File: src/rtl/c499d_pkg.sv
// Shared constants and syndrome function for the c499-style 32-bit SEC decoder.
// No latency or backpressure: constants and pure combinational helpers only.
package c499d_pkg;

    localparam int NCH = 2;
    localparam int DW  = 32;
    localparam int CW  = 8;

    localparam logic [3:0] LOW [0:7] = '{
        4'b0001, 4'b0010, 4'b0100, 4'b1000,
        4'b0111, 4'b1011, 4'b1101, 4'b1110
    };

    // Column k = {one-hot(k/8), LOW[k%8]}; every column has weight 2 or 4.
    localparam logic [CW-1:0] COL [0:DW-1] = '{
        8'h11, 8'h12, 8'h14, 8'h18, 8'h17, 8'h1B, 8'h1D, 8'h1E,
        8'h21, 8'h22, 8'h24, 8'h28, 8'h27, 8'h2B, 8'h2D, 8'h2E,
        8'h41, 8'h42, 8'h44, 8'h48, 8'h47, 8'h4B, 8'h4D, 8'h4E,
        8'h81, 8'h82, 8'h84, 8'h88, 8'h87, 8'h8B, 8'h8D, 8'h8E
    };

    function automatic logic [CW-1:0] calc_syndrome(
        input logic [DW-1:0] d,
        input logic [CW-1:0] c,
        input logic          r
    );
        logic [CW-1:0] s;
        s = c & {CW{r}};
        for (int k = 0; k < DW; k++) begin
            s = s ^ (COL[k] & {CW{d[k]}});
        end
        return s;
    endfunction

endpackage

File: src/rtl/c499d_sec_core.sv
// Single-channel combinational SEC decoder: syndrome, then flip the matching data bit.
// Zero latency, no backpressure; non-matching syndromes pass data through unchanged.
module c499d_sec_core
    import c499d_pkg::*;
(
    input  logic [DW-1:0] i_d,
    input  logic [CW-1:0] i_c,
    input  logic          i_r,
    output logic [DW-1:0] o_q,
    output logic [CW-1:0] o_s
);

    logic [CW-1:0] w_s;

    assign w_s = calc_syndrome(i_d, i_c, i_r);
    assign o_s = w_s;

    // Columns are distinct, so at most one bit can match.
    always_comb begin
        o_q = i_d;
        for (int k = 0; k < DW; k++) begin
            o_q[k] = i_d[k] ^ (w_s == COL[k]);
        end
    end

endmodule

File: src/rtl/c499d_sec_dual.sv
// Two independent c499-style SEC channels with one output register stage (1-cycle latency, no backpressure).
// Define C499D_ERR_FLAG_EN to add registered err1/err2 (nonzero-syndrome) outputs.
module c499d_sec_dual
    import c499d_pkg::*;
(
    input  logic clk,
    input  logic rst,
`ifdef C499D_ERR_FLAG_EN
    output logic err1,
    output logic err2,
`endif
    input  logic N11, N15, N19, N113, N117, N121, N125, N129,
                 N133, N137, N141, N145, N149, N153, N157, N161,
                 N165, N169, N173, N177, N181, N185, N189, N193,
                 N197, N1101, N1105, N1109, N1113, N1117, N1121, N1125,
    input  logic N1129, N1130, N1131, N1132, N1133, N1134, N1135, N1136,
    input  logic N1137,
    input  logic N21, N25, N29, N213, N217, N221, N225, N229,
                 N233, N237, N241, N245, N249, N253, N257, N261,
                 N265, N269, N273, N277, N281, N285, N289, N293,
                 N297, N2101, N2105, N2109, N2113, N2117, N2121, N2125,
    input  logic N2129, N2130, N2131, N2132, N2133, N2134, N2135, N2136,
    input  logic N2137,
    output logic N1724, N1725, N1726, N1727, N1728, N1729, N1730, N1731,
                 N1732, N1733, N1734, N1735, N1736, N1737, N1738, N1739,
                 N1740, N1741, N1742, N1743, N1744, N1745, N1746, N1747,
                 N1748, N1749, N1750, N1751, N1752, N1753, N1754, N1755,
    output logic N2724, N2725, N2726, N2727, N2728, N2729, N2730, N2731,
                 N2732, N2733, N2734, N2735, N2736, N2737, N2738, N2739,
                 N2740, N2741, N2742, N2743, N2744, N2745, N2746, N2747,
                 N2748, N2749, N2750, N2751, N2752, N2753, N2754, N2755
);

    logic [DW-1:0] w_d1, w_d2, w_q1, w_q2;
    logic [CW-1:0] w_c1, w_c2, w_s1, w_s2;
    logic [DW-1:0] r_q1, r_q2;

    // Data pin N<ch>(1+4k) carries bit k.
    assign w_d1 = {N1125, N1121, N1117, N1113, N1109, N1105, N1101, N197,
                   N193,  N189,  N185,  N181,  N177,  N173,  N169,  N165,
                   N161,  N157,  N153,  N149,  N145,  N141,  N137,  N133,
                   N129,  N125,  N121,  N117,  N113,  N19,   N15,   N11};
    assign w_d2 = {N2125, N2121, N2117, N2113, N2109, N2105, N2101, N297,
                   N293,  N289,  N285,  N281,  N277,  N273,  N269,  N265,
                   N261,  N257,  N253,  N249,  N245,  N241,  N237,  N233,
                   N229,  N225,  N221,  N217,  N213,  N29,   N25,   N21};
    assign w_c1 = {N1136, N1135, N1134, N1133, N1132, N1131, N1130, N1129};
    assign w_c2 = {N2136, N2135, N2134, N2133, N2132, N2131, N2130, N2129};

    c499d_sec_core u_ch1 (
        .i_d (w_d1),
        .i_c (w_c1),
        .i_r (N1137),
        .o_q (w_q1),
        .o_s (w_s1)
    );

    c499d_sec_core u_ch2 (
        .i_d (w_d2),
        .i_c (w_c2),
        .i_r (N2137),
        .o_q (w_q2),
        .o_s (w_s2)
    );

    always_ff @(posedge clk) begin
        if (rst) begin
            r_q1 <= '0;
            r_q2 <= '0;
        end else begin
            r_q1 <= w_q1;
            r_q2 <= w_q2;
        end
    end

`ifdef C499D_ERR_FLAG_EN
    logic r_err1, r_err2;

    always_ff @(posedge clk) begin
        if (rst) begin
            r_err1 <= 1'b0;
            r_err2 <= 1'b0;
        end else begin
            r_err1 <= |w_s1;
            r_err2 <= |w_s2;
        end
    end

    assign err1 = r_err1;
    assign err2 = r_err2;
`else
    logic w_syn_unused;
    assign w_syn_unused = ^{w_s1, w_s2};
`endif

    assign {N1755, N1754, N1753, N1752, N1751, N1750, N1749, N1748,
            N1747, N1746, N1745, N1744, N1743, N1742, N1741, N1740,
            N1739, N1738, N1737, N1736, N1735, N1734, N1733, N1732,
            N1731, N1730, N1729, N1728, N1727, N1726, N1725, N1724} = r_q1;
    assign {N2755, N2754, N2753, N2752, N2751, N2750, N2749, N2748,
            N2747, N2746, N2745, N2744, N2743, N2742, N2741, N2740,
            N2739, N2738, N2737, N2736, N2735, N2734, N2733, N2732,
            N2731, N2730, N2729, N2728, N2727, N2726, N2725, N2724} = r_q2;

endmodule

File: config.mk
export PLATFORM = sky130hd
export DESIGN_NAME = c499d_sec_dual
export DESIGN_NICKNAME = d
export VERILOG_FILES = /design/src/rtl/c499d_pkg.sv /design/src/rtl/c499d_sec_core.sv /design/src/rtl/c499d_sec_dual.sv
export SDC_FILE = /design/constraint.sdc
export NUM_CORES = 1
export LEC_CHECK = 0
export BUFFER_PORTS_ARGS = -buffer_cell sky130_fd_sc_hd__buf_2
export CORE_ASPECT_RATIO = 0.6
export CORE_MARGIN = 2
export CORE_UTILIZATION = 25
export CTS_BUF_LIST = sky130_fd_sc_hd__clkbuf_8
export DETAILED_ROUTE_END_ITERATION = 8
export GPL_TIMING_DRIVEN = 1
export PLACE_DENSITY = 0.45
export SETUP_SLACK_MARGIN = 0.3
export SLEW_MARGIN = 20
export SYNTH_ARGS = -nofsm -noshare
export SYNTH_HDL_FRONTEND = slang
export SYNTH_HIERARCHICAL = 1
export SYNTH_SLANG_ARGS = --single-unit
File: constraint.sdc
create_clock -name clk -period 2.45 [get_ports clk]
set_input_delay 0.1225 -clock clk [delete_from_list [all_inputs] [get_ports clk]]
set_output_delay 0.1225 -clock clk [all_outputs]
set_load 0.01 [all_outputs]
# [After elaboration in Yosys (flattened, before gate mapping)]
# Index checks and enable logic that the tools add are counted.
[totals] regBits=64 latch_bits=0 ram_bits=0 rom_bits=0 input_bits=84 mem_count=0
[op_classes] addsub=0 n_mul=0 div=0 magnitude_cmp=0 n_eq_ne=64 n_shift=0 mux=0 bitwise=130 reduce_logical=0
[op_table] operator="8-bit by 5-bit == test with 1-bit output, second input constant" n=16
[op_table] operator="8-bit by 6-bit == test with 1-bit output, second input constant" n=16
[op_table] operator="8-bit by 7-bit == test with 1-bit output, second input constant" n=16
[op_table] operator="8-bit == test, second input constant" n=16
[op_table] operator="8-bit by 5-bit XOR with 8-bit output" n=16
[op_table] operator="8-bit by 6-bit XOR with 8-bit output" n=16
[op_table] operator="8-bit by 7-bit XOR with 8-bit output" n=16
[op_table] operator="8-bit XOR" n=16
[op_table] operator="1-bit XOR" n=64
[op_table] operator="8-bit bitwise AND" n=2

# [Depth between registers and ports, before layout]
[logic_depth] ltp_word=35 ltp_mapped=10 ltp_nobuf=8

# [Modules after synthesis]
# Netlist, hierarchy kept.
[modules_own_cells] mod="c499d_sec_core" instances=2 cells_each=155 area_per_inst_um2=1712.9 seq_area_each_um2=0.0
[modules_own_cells] mod="c499d_sec_dual" instances=1 cells_each=135 area_per_inst_um2=1918.1 seq_area_each_um2=1281.2

# [Worst setup path after synthesis]
# Ideal clock, no wire load.
[synth_timing] path_kind="input to register" from="input N1137" to="register r_q1[0]" setup_time_ns=0.114 arrival_time_ns=1.963 setup_slack_ns=0.373 path_stages=8 cell_sequence="buf_2 > nand2_1 > xnor3_1 > xor2_2 > nor4_2 > o2111ai_1 > xnor2_1 > nor2b_2"
[synth_via] elab_chain_cells=35
[synth_lines] element="start: declaration" line="c499d_sec_dual.sv:17" text="input logic N1137,"
[synth_lines] element="8-bit bitwise AND" line="c499d_pkg.sv:28" text="s = c & {CW{r}};"
[synth_lines] element="8-bit by 5-bit XOR with 8-bit output (8 in series)" line="c499d_pkg.sv:30" text="s = s ^ (COL[k] & {CW{d[k]}});"
[synth_lines] element="8-bit by 6-bit XOR with 8-bit output (8 in series)" line="c499d_pkg.sv:30"
[synth_lines] element="8-bit by 7-bit XOR with 8-bit output (8 in series)" line="c499d_pkg.sv:30"
[synth_lines] element="8-bit XOR (8 in series)" line="c499d_pkg.sv:30"
[synth_lines] element="named net w_s1[7]" line="c499d_sec_dual.sv:35" text="logic [CW-1:0] w_c1, w_c2, w_s1, w_s2;"
[synth_lines] element="8-bit by 5-bit == test with 1-bit output" line="c499d_sec_core.sv:22" text="o_q[k] = i_d[k] ^ (w_s == COL[k]);"
[synth_lines] element="1-bit XOR" line="c499d_sec_core.sv:22"
[synth_lines] element="named net w_q1[0]" line="c499d_sec_dual.sv:34" text="logic [DW-1:0] w_d1, w_d2, w_q1, w_q2;"
[synth_lines] element="end signal: assignment" line="c499d_sec_dual.sv:71" text="r_q1 <= w_q1;"
[synth_lines] element="end: declaration" line="c499d_sec_dual.sv:36" text="logic [DW-1:0] r_q1, r_q2;"
# The timed path passes the listed nets, and every way through them passes these cells.
# A chain may end at the register's enable or synchronous reset.

# [Worst setup path in the final report]
[layout_timing] from="input N145" to="register r_q1[13]"
[layout_via] elab_chain_cells=23
[layout_lines] element="start: declaration" line="c499d_sec_dual.sv:13" text="N133, N137, N141, N145, N149, N153, N157, N161,"
[layout_lines] element="8-bit by 6-bit XOR with 8-bit output (5 in series)" line="c499d_pkg.sv:30"
[layout_lines] element="8-bit by 7-bit XOR with 8-bit output (8 in series)" line="c499d_pkg.sv:30"
[layout_lines] element="8-bit XOR (8 in series)" line="c499d_pkg.sv:30"
[layout_lines] element="8-bit by 6-bit == test with 1-bit output" line="c499d_sec_core.sv:22"
[layout_lines] element="1-bit XOR" line="c499d_sec_core.sv:22"
[layout_lines] element="named net w_q1[13]" line="c499d_sec_dual.sv:34"
# The timed path passes the listed nets, and every way through them passes these cells.

==> results.yml <==
global_routing:
  grt_pass1_vias: 4154
  antenna_found_initial: 0
  grt_start_max_net_pins: 34
  grt_use_total_pct: 15.59
  grt-ovfl-total: 0
  grt_pass1_wl_mm: 25.16
power:
  finalPower_mw: 6.341
  p_leak_nw: 3.121
  ir_worst_vdd_uv: 269.8
  powerDensity_nw_per_um2: 860.1
setup_path:
  start_kind: "primary input"
  cp.arrival_ns: 2.44
  crit_path_start: "N145"
  required_ns: 2.72
  endpoint_kind: "flop"
  crit_fanout: 8
  path_class: "primary input to flop"
cts:
  cts.path.max_buffers: 2
  clk_pin_slew_ns: 0.08
  cts_tree: "yes"
  numCtsBuffers: 9
  htree_levels: 3
  clock-sinks: 64
  postCtsHoldBufs: 0
  clockRootBuffer: "clkbuf_8"
final_layout:
  fin_cells: 975
  syn_to_final_growth_pct: 38.86
  antenna_cells: 0
  post_route_cells_drive_above_1_share_pct: 58.62
  nNetsFinal: 775
hold_path:
  hp-class: "primary input to flop"
  min_from: "N1101"
  worstHoldEndpoint: "r_q1[25]"
  hold_depth: 3
sta:
  fin_crit_ns: 2.173
  finalCritPeriodShare_pct: 88.69
  max_clock_freq_mhz: 460.2
  hold_violations: 0
  rsz0062_at_grt: "true"
  setup_viol: 0
  relSlewSlack_pct: 48.05
  maxSlewViolCount: 0
  worst_pin_slew_ns: 0.7737
status:
  outcome: "complete, no violations"
floorplanning:
  die_w_um: 192.1
  ioPinCount: 148
  die_area_sq_um: 22460
  fp-row-count: 41
  start_util_pct: 25.36
  die_h_um: 116.9
  core-area_sq_um: 20930
routing:
  wirelength_mm: 17.28
  first_pass_iters: 7
  wl_per_cell_um: 17.72
  first_iter_violations: 315
  drc_errors: 0
  vias: 4273
  viasPerCell: 4.383
  antenna_left: 0
logic_synthesis:
  netlist_instances: 441
  yosysWarnings: 6
  syn_area_sq_um: 5309
  syn_nets: 525
  postSynthAreaPerCell_sq_um: 12.04
placement:
  routabilityCongestion: 0.8895
  io_buffer_count: 147
  dp_hpwl_mm: 14.27
  dpl.cell_count: 955
job:
  max-cap-violations: 0
[how the worst max path moves through the flow]
stage / end / slack [ns] / cells after the start
6_report: r_q1[13] / 0.28 / 10
5_1_grt: r_q1[25] / 0.26 / 9
4_1_cts: r_q1[27] / 0.31 / 9
3_5_place_dp: r_q1[16] / -0.24 / 9
3_3_place_gp: r_q1[16] / -0.26 / 9
2_1_floorplan: r_q1[0] / 0.37 / 8
[layout make-up]
type	count	area, sq um
Clock inverter	4	75.07
Timing Repair Buffer	256	1619
Sequential cell	64	1281
Fill cell	2160	13560
Clock buffer	12	165.2
Multi-Input combinational cell	354	3850
Tap cell	279	349.1
Inverter	6	32.53
[per-stage QoR]
stage / utilization (%) / TNS (ns) / setup WS [ns] / area, sq um / hold WS, ns
CTS: 34.89 / 0 / 0.3122 / 7302 / 0.06662
floorplan: - / 0 / 0.3729 / 5309 / 0.3299
detailed placement: 33.71 / -1.372 / -0.2402 / 7056 / 0.4796
global route: 35.22 / 0 / 0.2558 / 7372 / 0.08518
global placement: 33.71 / -1.735 / -0.2561 / 7056 / 0.4851
finish: 35.22 / 0 / 0.2772 / 7372 / 0.09983
[critical path, stage by stage]
cell and delay, ns:
buf_2 0.12, xnor2_1 0.35, xnor3_1 0.49, xnor2_2 0.45
nor3_2 0.09, buf_4 0.21, o2111ai_1 0.21, xnor2_1 0.12
buf_4 0.14, nor2b_2 0.13
[state kept, by name, indices dropped and copies added (netlist names)]
signal  count
r_q1       32
r_q2       32
[where the power goes]
| group | leakage [nW] | internal (mW) | total, mW | switching, mW |
|---|---|---|---|---|
| logic | 2.47 | 1.80 | 4.07 | 2.27 |
| clock network | 0.115 | 0.656 | 1.14 | 0.480 |
| registers | 0.533 | 1.12 | 1.14 | 0.0213 |
| total | 3.12 | 3.57 | 6.34 | 2.77 |
[cell usage in the layout, fill, tap and decap left out, types with 3 or more instances in the layout]
master / count
buf_12: 5
buf_2: 146
buf_4: 105
clkbuf_8: 12
dfxtp_1: 64
inv_4: 4
nand2_1: 16
nor2b_1: 4
nor2b_2: 60
nor3_2: 10
nor3_4: 6
nor4b_4: 6
o2111ai_1: 64
xnor2_1: 126
xnor2_2: 18
xnor2_4: 8
xnor3_1: 6
xnor3_2: 12
xor2_1: 5
xor2_2: 5
xor3_1: 3
[repair_timing]
item                       4_1_cts  5_1_grt
gates resized for setup          1        5
pin swaps                        0        2
hold endpoints to repair         0        0
setup buffers                    0        4
setup endpoints to repair        1       21
[routing by layer]
layer  vias up  share of wire (%)  GRT usage (%)
li1       2063                  -              -
met1      2039                 58          26.36
met2       157                 34          17.94
met3        14                6.4          3.846
met4         0                1.1          4.173
met5         -                  0              0
No activity file was read; power rests on OpenSTA's default activity.
